<file path="config.mk">
export PLATFORM = sky130hd
export DESIGN_NAME = conv_window_gen
export DESIGN_NICKNAME = d
export VERILOG_FILES = /design/src/rtl/conv_window_gen.sv
export SDC_FILE = /design/constraint.sdc
export NUM_CORES = 1
export LEC_CHECK = 0
export CAP_MARGIN = 20
export CORE_AREA = 2 2 170 89
export DETAILED_ROUTE_END_ITERATION = 10
export DIE_AREA = 0 0 172 91
export GPL_ROUTABILITY_DRIVEN = 0
export HOLD_SLACK_MARGIN = 0.12
export PLACE_DENSITY = 0.88
export SLEW_MARGIN = 20
export SYNTH_ARGS = -nofsm -noshare
export SYNTH_HDL_FRONTEND = slang
export SYNTH_SLANG_ARGS = --single-unit
</file>
<file path="constraint.sdc">
create_clock -name clock -period 3.13 [get_ports clock]
set_input_delay 0.626 -clock clock [delete_from_list [all_inputs] [get_ports clock]]
set_output_delay 0.626 -clock clock [all_outputs]
set_load 0.1 [all_outputs]
</file>
<file path="src/rtl/conv_window_gen.sv">
// conv_window_gen: streaming sliding-window generator for a row-major
// IMG_SIZE x IMG_SIZE pixel stream. Emits every valid KER_SIZE x KER_SIZE
// window (no padding) in raster order with a valid/ready handshake.
// Optional macro CONV_WINDOW_IDX_EN adds win_i/win_j outputs carrying the
// top-left coordinate of the window currently presented on win_out.
module conv_window_gen #(
  parameter int IMG_SIZE  = 7,
  parameter int KER_SIZE  = 3,
  parameter int WIDTH_BIT = 8
) (
  input  logic                                   clock,
  input  logic                                   nreset,
  input  logic [WIDTH_BIT-1:0]                   pix_in,
  input  logic                                   pix_valid,
  output logic                                   pix_ready,
  output logic [KER_SIZE*KER_SIZE*WIDTH_BIT-1:0] win_out,
  output logic                                   win_valid,
  input  logic                                   win_ready,
  output logic                                   win_last
`ifdef CONV_WINDOW_IDX_EN
  ,
  output logic [WIDTH_BIT-1:0]                   win_i,
  output logic [WIDTH_BIT-1:0]                   win_j
`endif
);

  localparam int CW  = (IMG_SIZE > 1) ? $clog2(IMG_SIZE) : 1;
  localparam int NLB = KER_SIZE - 1;
  localparam logic [CW-1:0] LAST_POS  = CW'(IMG_SIZE - 1);
  localparam logic [CW-1:0] FIRST_WIN = CW'(KER_SIZE - 1);

  logic                   accept;
  logic                   qualify;
  logic [CW-1:0]          col_q, col_d;
  logic [CW-1:0]          row_q, row_d;
  logic [CW-1:0]          rd_addr;
  logic                   win_valid_q, win_valid_d;
  logic                   win_last_q, win_last_d;
  logic [KER_SIZE-1:0][KER_SIZE-1:0][WIDTH_BIT-1:0] win_q, win_d;
  logic [NLB-1:0][WIDTH_BIT-1:0] lb_rd;

  // Single output stage: the window register itself is the output, so a new
  // pixel may only shift it once the current window has been taken.
  assign pix_ready = !win_valid_q || win_ready;
  assign accept    = pix_valid && pix_ready;
  assign qualify   = (row_q >= FIRST_WIN) && (col_q >= FIRST_WIN);

  assign win_out   = win_q;
  assign win_valid = win_valid_q;
  assign win_last  = win_last_q;

  // Raster position of the next pixel; wraps per row and per frame.
  always_comb begin
    col_d = col_q;
    row_d = row_q;
    if (accept) begin
      if (col_q == LAST_POS) begin
        col_d = '0;
        row_d = (row_q == LAST_POS) ? '0 : row_q + CW'(1);
      end else begin
        col_d = col_q + CW'(1);
      end
    end
  end

  // Line buffers are read one cycle ahead at the next column, so the column
  // needed by an accept is already registered when the accept happens. The
  // write (current column) and read (next column) never collide because
  // consecutive columns always differ.
  assign rd_addr = nreset ? col_d : '0;

  // Line buffers: buffer 0 holds the oldest row. On each accept the column
  // shifts up by one buffer and pix_in enters the newest buffer.
  generate
    for (genvar gi = 0; gi < NLB; gi++) begin : g_lb
      logic [WIDTH_BIT-1:0] mem [IMG_SIZE];
      logic [WIDTH_BIT-1:0] rd_q;
      logic [WIDTH_BIT-1:0] wr_data;

      if (gi == NLB - 1) begin : g_newest
        assign wr_data = pix_in;
      end else begin : g_older
        assign wr_data = lb_rd[gi+1];
      end

      // Block-RAM style storage: one write port, registered read port.
      always_ff @(posedge clock) begin
        if (accept) begin
          mem[col_q] <= wr_data;
        end
        rd_q <= mem[rd_addr];
      end

      assign lb_rd[gi] = rd_q;
    end
  endgenerate

  // Window shift: move left by one column, load the new right column from
  // the line buffers (oldest on top) with pix_in at the bottom.
  always_comb begin
    win_d = win_q;
    if (accept) begin
      for (int r = 0; r < KER_SIZE; r++) begin
        for (int c = 0; c < KER_SIZE - 1; c++) begin
          win_d[r][c] = win_q[r][c+1];
        end
      end
      for (int r = 0; r < NLB; r++) begin
        win_d[r][KER_SIZE-1] = lb_rd[r];
      end
      win_d[NLB][KER_SIZE-1] = pix_in;
    end
  end

  // Output qualifiers: a window is valid only when the accepted pixel sits at
  // or beyond the bottom-right corner of a full window in the same row, which
  // also suppresses windows straddling a row edge or a frame edge.
  always_comb begin
    win_valid_d = win_valid_q;
    win_last_d  = win_last_q;
    if (accept) begin
      win_valid_d = qualify;
      win_last_d  = qualify && (row_q == LAST_POS) && (col_q == LAST_POS);
    end else if (win_ready) begin
      win_valid_d = 1'b0;
      win_last_d  = 1'b0;
    end
  end

  // State registers with synchronous active-low reset.
  always_ff @(posedge clock) begin
    if (!nreset) begin
      col_q       <= '0;
      row_q       <= '0;
      win_valid_q <= 1'b0;
      win_last_q  <= 1'b0;
      win_q       <= '0;
    end else begin
      col_q       <= col_d;
      row_q       <= row_d;
      win_valid_q <= win_valid_d;
      win_last_q  <= win_last_d;
      win_q       <= win_d;
    end
  end

`ifdef CONV_WINDOW_IDX_EN
  logic [WIDTH_BIT-1:0] win_i_q, win_i_d;
  logic [WIDTH_BIT-1:0] win_j_q, win_j_d;

  // Top-left coordinate of the window, captured with the window itself so it
  // holds under backpressure exactly like win_out.
  always_comb begin
    win_i_d = win_i_q;
    win_j_d = win_j_q;
    if (accept && qualify) begin
      win_i_d = WIDTH_BIT'(row_q - FIRST_WIN);
      win_j_d = WIDTH_BIT'(col_q - FIRST_WIN);
    end
  end

  // Coordinate registers with synchronous active-low reset.
  always_ff @(posedge clock) begin
    if (!nreset) begin
      win_i_q <= '0;
      win_j_q <= '0;
    end else begin
      win_i_q <= win_i_d;
      win_j_q <= win_j_d;
    end
  end

  assign win_i = win_i_q;
  assign win_j = win_j_q;
`endif

endmodule

</file>
Word-level counts from Yosys, hierarchy flattened:

Memories as Yosys holds them, arrays and structs flattened. A register that Yosys moved wholly into a read port is not among the register bits.
Index checks and enable logic that the tools add are counted.

* register bits: 80
* output and inout port bits: 75
* bits in read-only memories: 0
* RAM bits: 112
* input bits: 12
* memories: 2
* bits in latches: 0
* logic and storage cells: 38

* div/mod/pow operators: 0
* mux-type cells: 9
* magnitude comparators: 2
* bitwise gates (word level): 0
* add/subtract/negate cells: 2
* multiply operators: 0
* shifts and indexed selects: 0
* equal/unequal tests: 2
* reduce and logical (&&, ||, !) cells: 8

Memory list
* g_lb[0].mem: words 7, width 8, rd ports 1, clocked after Yosys merged registers in 1, write ports 1, line 76 `logic [WIDTH_BIT-1:0] mem [IMG_SIZE];`
* g_lb[1].mem: words 7, width 8, rd ports 1, clocked after Yosys merged registers in 1, write ports 1, line 76

Operators by type and width (number)
* 3-bit 2-to-1 mux: 4
* 3-bit by 1-bit adder with 3-bit output (second input constant): 2
* 3-bit equality test (second input constant): 2
* 3-bit by 2-bit >= comparator with 1-bit output (second input constant): 2
* 1-bit 2-to-1 mux: 5
* 1-bit logical AND: 4
* 2-bit AND reduction: 1
* 2-bit nonzero test: 1
* 1-bit zero test: 1
* 1-bit logical OR: 1

Logic depth before layout (Yosys ltp):

Gate-level depths: netlist of run 1.

* word-level depth: 5
* mapped depth: 9

Worst setup path before layout of run 1:

No wires, ideal clock.

* path type: reg2reg
* start point: reg win_valid_q, in the netlist win_valid
* end point: mem g_lb[0].mem[0][0], enable pin
* required time: 2721 ps
* data arrival time: 3083 ps
* path buffers: 2
* stages on the path, launching flop included: 7
* library setup time: 409 ps
* path slack: -362 ps
* cells stage by stage: dfxtp_1 > nor2b_1 > buf_4 > inv_2 > nand2_1 > clkbuf_1 > nor3_1

* longest elaborated chain between the ends: 5

RTL lines
* start, declared: line 37 `logic win_valid_q, win_valid_d;`
* start signal, assigned: line 141 `win_valid_q <= win_valid_d;`
* 1-bit zero test: line 44 `assign pix_ready = !win_valid_q || win_ready;`
* 1-bit logical OR: line 44
* net pix_ready: line 15 `output logic pix_ready,`
* 1-bit logical AND: line 45 `assign accept = pix_valid && pix_ready;`
* 1-bit 2-to-1 mux: line 88 `if (accept) begin`
* 1-bit 2-to-1 mux (implied by the code): line 89 `mem[col_q] <= wr_data;`
* end, declared: line 76

The timed path passes the listed nets, and every way through them passes these cells.

Worst setup path after layout of run 1:

* start point: in pix_valid
* end point: reg g_lb[0].rd_q[7], read port of g_lb[0].mem

* longest elaborated chain between the ends: 3

RTL lines
* start, declared: line 14 `input logic pix_valid,`
* 1-bit logical AND: line 45
* 3-bit 2-to-1 mux: line 56 `if (accept) begin`
* 3-bit 2-to-1 mux
* end, declared: line 77 `logic [WIDTH_BIT-1:0] rd_q;`

Every way passes these cells.
A chain may end at the register's enable or synchronous reset.

==> out/qor.csv, run 1 <==
metric;value;unit
start_kind;primary input;
grt_max_degree;74;
cts.reportedPaths.clkPinSlew;70;ps
rows;31;
worstSetupStartpoint;pix_valid;
die_area;0.0157;mm^2
slowest_delay;700;ps
async_flop_share;0;
num_antenna_cells;0;
grt_usage;0.248;
r2r_start;col_q[1]$_DFF_P_;
coreArea;0.0141;mm^2
hold_class;flop to flop;
num_vias;5680;
synth_area;0.00764;mm^2
max_slew_margin;0.475;
drt_iter0_markers;782;
start_util;0.541;
cts-resized-gates;0;
p_sw_frac;0.258;
wire_per_inst;20.2;um
worst-setup-path-type;primary input to flop;
slowest_stage;and2_1;
layout_setup_ws;676;ps
power_density;663;mW/mm^2
clock_skew;15.7;ps
yosysUniqueCellTypes;45;
clkSinkCount;208;
root_buffer;clkbuf_16;
dp_hpwl;12300;um
seqPwrFrac;0.511;
viasPerCell;5.99;
antenna_found_initial;0;
layout_common_cells;nand2_1 (147), edfxtp_1 (112), a21oi_1 (111);
ys.flop_type;edfxtp_1;
routed_wl;19200;um
setup_violations;0;
p_leak;0.00330;uW
p_sw;1570;uW
drc;0;
crit_chain;clkdlybuf4s50_1, inv_4, o311ai_4, and2_1, a211oi_1, o21bai_1;
layout.nets;750;
ant_nets;0;
period_minus_slack;2450;ps
vdd_drop_max;0.000359;V
postSynthCellCount;655;
synth_edf_count;112;
worst_pin_slew;788;ps
power.total;6100;uW
cts_buffer_depth;3;
ys_seq_elements;208;
area_delta_synth_final;20.4;%
layout-drive-gt1-share;0.191;
synth_nets;667;
min_from;g_lb[0].rd_q[0]$_DFF_P_;
syn_area_per_cell;11.7;um^2
mostFrequentLayoutCell;nand2_1;
pin_count;87;
numPortBuffers;86;
critPathArrivalTime;2850;ps
place_ws;258;ps
tritoncts;built;
pwr-share-comb;0.111;
grt_pass1_vias;5498;
fp.dieW;172;um
synth_warnings;0;
stdcell_area;0.00920;mm^2
synth-seq-area-share;0.692;
rsz0062_at_grt;false;
crit_fanout;17;
crit_path_end_kind;flop;
grt_pass1_wl;30000;um
internal-power;4520;uW
max_freq;0.408;GHz
dp_cells;916;
placed_area;0.00857;mm^2
clock_latency;490;ps
dr.pass1.iters;6;
die_h;91;um
status;finished clean;
finalHoldViolations;0;
period_share;0.784;
stdcell_count;948;
power.share.clock;0.378;
cp.required;3530;ps
gr-total-overflow;0;
htree_num_levels;1;
post_cts_buffers;0;
drv_cap;0;
cts_buffers;18;
fillerInstances;1018;
hold_buffers;0;
drv_slew;0;
cells in the mapped netlist (2+ instances only):
master,n,area share
clkbuf_1,27,0.013
buf_2,13,0.0085
inv_1,2,0.00098
and2_1,3,0.0025
buf_6,3,0.0044
o221ai_1,16,0.018
edfxtp_1,112,0.44
o21bai_1,16,0.016
nor3_1,3,0.0020
nand2_1,148,0.073
a21oi_1,111,0.073
nand3_1,2,0.0013
and3b_1,2,0.0023
a31oi_1,17,0.014
and3_1,16,0.013
nand2b_1,2,0.0016
o21ai_1,2,0.0013
a211oi_1,16,0.016
dfxtp_1,96,0.25
nor2_1,6,0.0029
inv_4,2,0.0016
buf_4,2,0.0020
nor4_1,16,0.013
flip-flops by register name (all words and copies together), names as in the netlist:
signal        cells
win_last          1
win_valid         1
win_out          72
col_q             3
g_lb.wr_data      8
g_lb.rd_q         8
g_lb.mem        112
row_q             3
critical path, delay by kind of cell:
kind,cells,cell delay (ps)
compound gates,3,790
buf+inv,2,730
simple gates,1,700
path summary, 6_finish.rpt:
| check | endpoint | slack [ps] | cells after the start |
|---|---|---|---|
| worst max register to register | g_lb[0].rd_q[7]$_DFF_P_ | 730 | 5 |
| worst min-delay path | win_out[16]$_SDFFE_PN0P_ | 440 | 2 |
| worst min register to register | win_out[16]$_SDFFE_PN0P_ | 440 | 2 |
| worst max-delay path | g_lb[0].rd_q[7]$_DFF_P_ | 680 | 6 |
per-stage QoR:
step                      TNS, ps   util  hold slack [ps]
after CTS                       0  0.652              443
after global routing            0  0.652              464
final                           0  0.652              439
after global placement          0  0.607              442
after detailed placement        0  0.607              433
after floorplan            -17400      -              417
area by class of cell:
| class | instances | area [um^2] | share of cell area |
|---|---|---|---|
| clock inverters | 1 | 5.00 | 0.000544 |
| multi-input cells | 395 | 2140 | 0.233 |
| inverters | 6 | 27.5 | 0.00299 |
| well taps | 198 | 248 | 0.0269 |
| flip-flops and latches | 208 | 5290 | 0.574 |
| repair buffers | 109 | 871 | 0.0947 |
| clock buffers | 31 | 624 | 0.0679 |
power groups by stage:
| stage | Sequential (uW) | Clock [uW] | Combinational [uW] |
|---|---|---|---|
| after detailed placement | 3170 | 0 | 668 |
| after global routing | 3120 | 2440 | 708 |
| after CTS | 3110 | 2320 | 673 |
| after floorplan | 3410 | 0 | 218 |
| after global placement | 3160 | 0 | 646 |
| final | 3110 | 2310 | 676 |
cell families after synthesis:
group,share of synthesized area
flops,0.692
mux,0.00131
buf+inv,0.0323
simple gates,0.126
compound gates,0.149
layer usage:
metal  vias to the layer above  track usage  share of wire
met4                         0       0.0644          0.022
met2                       380        0.385           0.45
met1                      2701        0.363           0.43
met5                         -            0              0
met3                        46       0.0445           0.10
li1                       2553            -              -
(Power assumes the default switching activity.)
==> run 2: changes to the inputs <==
Clock period 3.13 ns to 2.3 ns, I/O delays scaled along.
==> out/qor.csv, run 2 (synthesized netlist as in run 1, its figures left out) <==
metric;value;unit
status;finished clean;
r2r_start;col_q[2]$_DFF_P_;
vdd_drop_max;0.000534;V
worstReg2RegEnd;g_lb[0].wr_data[1]$_DFF_P_;
fp.dieW;172;um
die_h;91;um
post_cts_buffers;0;
placed_area;0.00893;mm^2
place_ws;-169;ps
grt_pass1_vias;5677;
power_density;873;mW/mm^2
largest_reg_flops;112;
critical-path-top-delay-family;simple AND/OR/NAND/NOR gates;
max_freq;0.476;GHz
top_register;g_lb.mem;
ant_nets;0;
grt_max_degree;48;
power.total;8330;uW
tritoncts;built;
gr-total-overflow;0;
hold-path-endpoint;win_out[22]$_SDFFE_PN0P_;
period_minus_slack;2100;ps
worst_pin_slew;419;ps
layout_setup_ws;198;ps
dp_hpwl;13000;um
layout-drive-gt1-share;0.224;
clkSinkCount;208;
grt_usage;0.256;
layout_common_cells;nand2_1 (147), edfxtp_1 (112), a21oi_1 (111);
reg2reg_setup_slack;200;ps
grt_pass1_wl;30800;um
path_buf_inv;1;
antenna_found_initial;0;
hold_class;flop to flop;
pwr-share-comb;0.119;
p_sw_frac;0.260;
cts.reportedPaths.clkPinSlew;70;ps
start_util;0.541;
setup_violations;0;
finalHoldViolations;0;
layout.nets;774;
slowest_stage;dfxtp_1;
min_from;g_lb[0].rd_q[6]$_DFF_P_;
worst-setup-path-type;flop to flop;
drc;0;
p_sw;2160;uW
stdcell_area;0.00954;mm^2
crit_fanout;16;
viasPerCell;6.02;
cts-resized-gates;0;
slowest_delay;580;ps
numPortBuffers;86;
p_leak;0.00346;uW
clock_latency;490;ps
power.share.clock;0.373;
die_area;0.0157;mm^2
num_antenna_cells;0;
worstSetupStartpoint;col_q[2]$_DFF_P_;
clock_skew;11.6;ps
final_util;0.676;
period_share;0.914;
seqPwrFrac;0.507;
drt_iter0_markers;596;
max_slew_margin;0.720;
internal-power;6160;uW
ff2ff_path_depth;6;
cp.required;2690;ps
dr.pass1.iters;5;
cts_buffer_depth;3;
crit_chain;nand2b_1, o41a_4, buf_4, a31oi_1, nor4_1, o21bai_1;
start_kind;flop;
critPathArrivalTime;2490;ps
hold_depth;2;
pin_count;87;
wire_per_inst;20.4;um
cts_buffers;18;
crit_path_end_kind;flop;
drv_slew;0;
mostFrequentLayoutCell;nand2_1;
htree_num_levels;1;
root_buffer;clkbuf_16;
routed_wl;19800;um
num_vias;5855;
rows;31;
area_delta_synth_final;24.9;%
rsz0062_at_grt;false;
coreArea;0.0141;mm^2
drv_cap;0;
hold_buffers;0;
[run 2: changes by cell type in the layout (fill, tap and decap cells not counted), sizes merged]
cell / delta
buf: +24
bufinv: +2
clkbuf: -7
clkinv: +5
[run 2: final cells by class]
cell class | instances | area, um^2
clock inverters | 8 | 90.1
flip-flops and latches | 208 | 5290
fillers | 984 | 4580
well taps | 198 | 248
multi-input cells | 395 | 2160
clock buffers | 24 | 518
repair buffers | 133 | 1200
inverters | 6 | 32.5
[run 2: routing by layer]
metal | share of wire | GRT usage
met1 | 0.41 | 0.358
met2 | 0.45 | 0.399
met3 | 0.11 | 0.0689
met4 | 0.023 | 0.0665
met5 | 0 | 0
[run 2: worst max-delay path by stage]
stage | depth (start not counted) | endpoint | slack (ps)
after floorplan | 6 | g_lb[0].mem[2][0]$_DFFE_PP_ | -80
after global placement | 9 | row_q[1]$_SDFFE_PN0P_ | -140
after detailed placement | 9 | row_q[1]$_SDFFE_PN0P_ | -170
after CTS | 6 | pix_ready | 240
after global routing | 6 | g_lb[0].wr_data[1]$_DFF_P_ | 120
final | 6 | g_lb[0].wr_data[1]$_DFF_P_ | 200
[run 2: worst reg2reg max path, cell delays in order, from the launching register on]
cell,delay (ps)
dfxtp_1,580
nand2b_1,330
o41a_4,180
buf_4,250
a31oi_1,140
nor4_1,340
o21bai_1,190
[run 2: power by group through the flow]
stage          sequential, uW  clock (uW)  combinational [uW]
2_1_floorplan            4640           0                 304
4_1_cts                  4220        3150                 986
3_3_place_gp             4290           0                 954
5_1_grt                  4240        3270                1040
3_5_place_dp             4300           0                 982
6_report                 4220        3110                 994
[run 2: through the flow]
stage / hold slack (ps) / instances / setup TNS (ps)
after global routing: 444 / 972 / 0
after floorplan: 417 / 655 / -2730
after CTS: 438 / 972 / 0
final: 434 / 972 / 0
after global placement: 425 / 940 / -572
after detailed placement: 429 / 940 / -2810
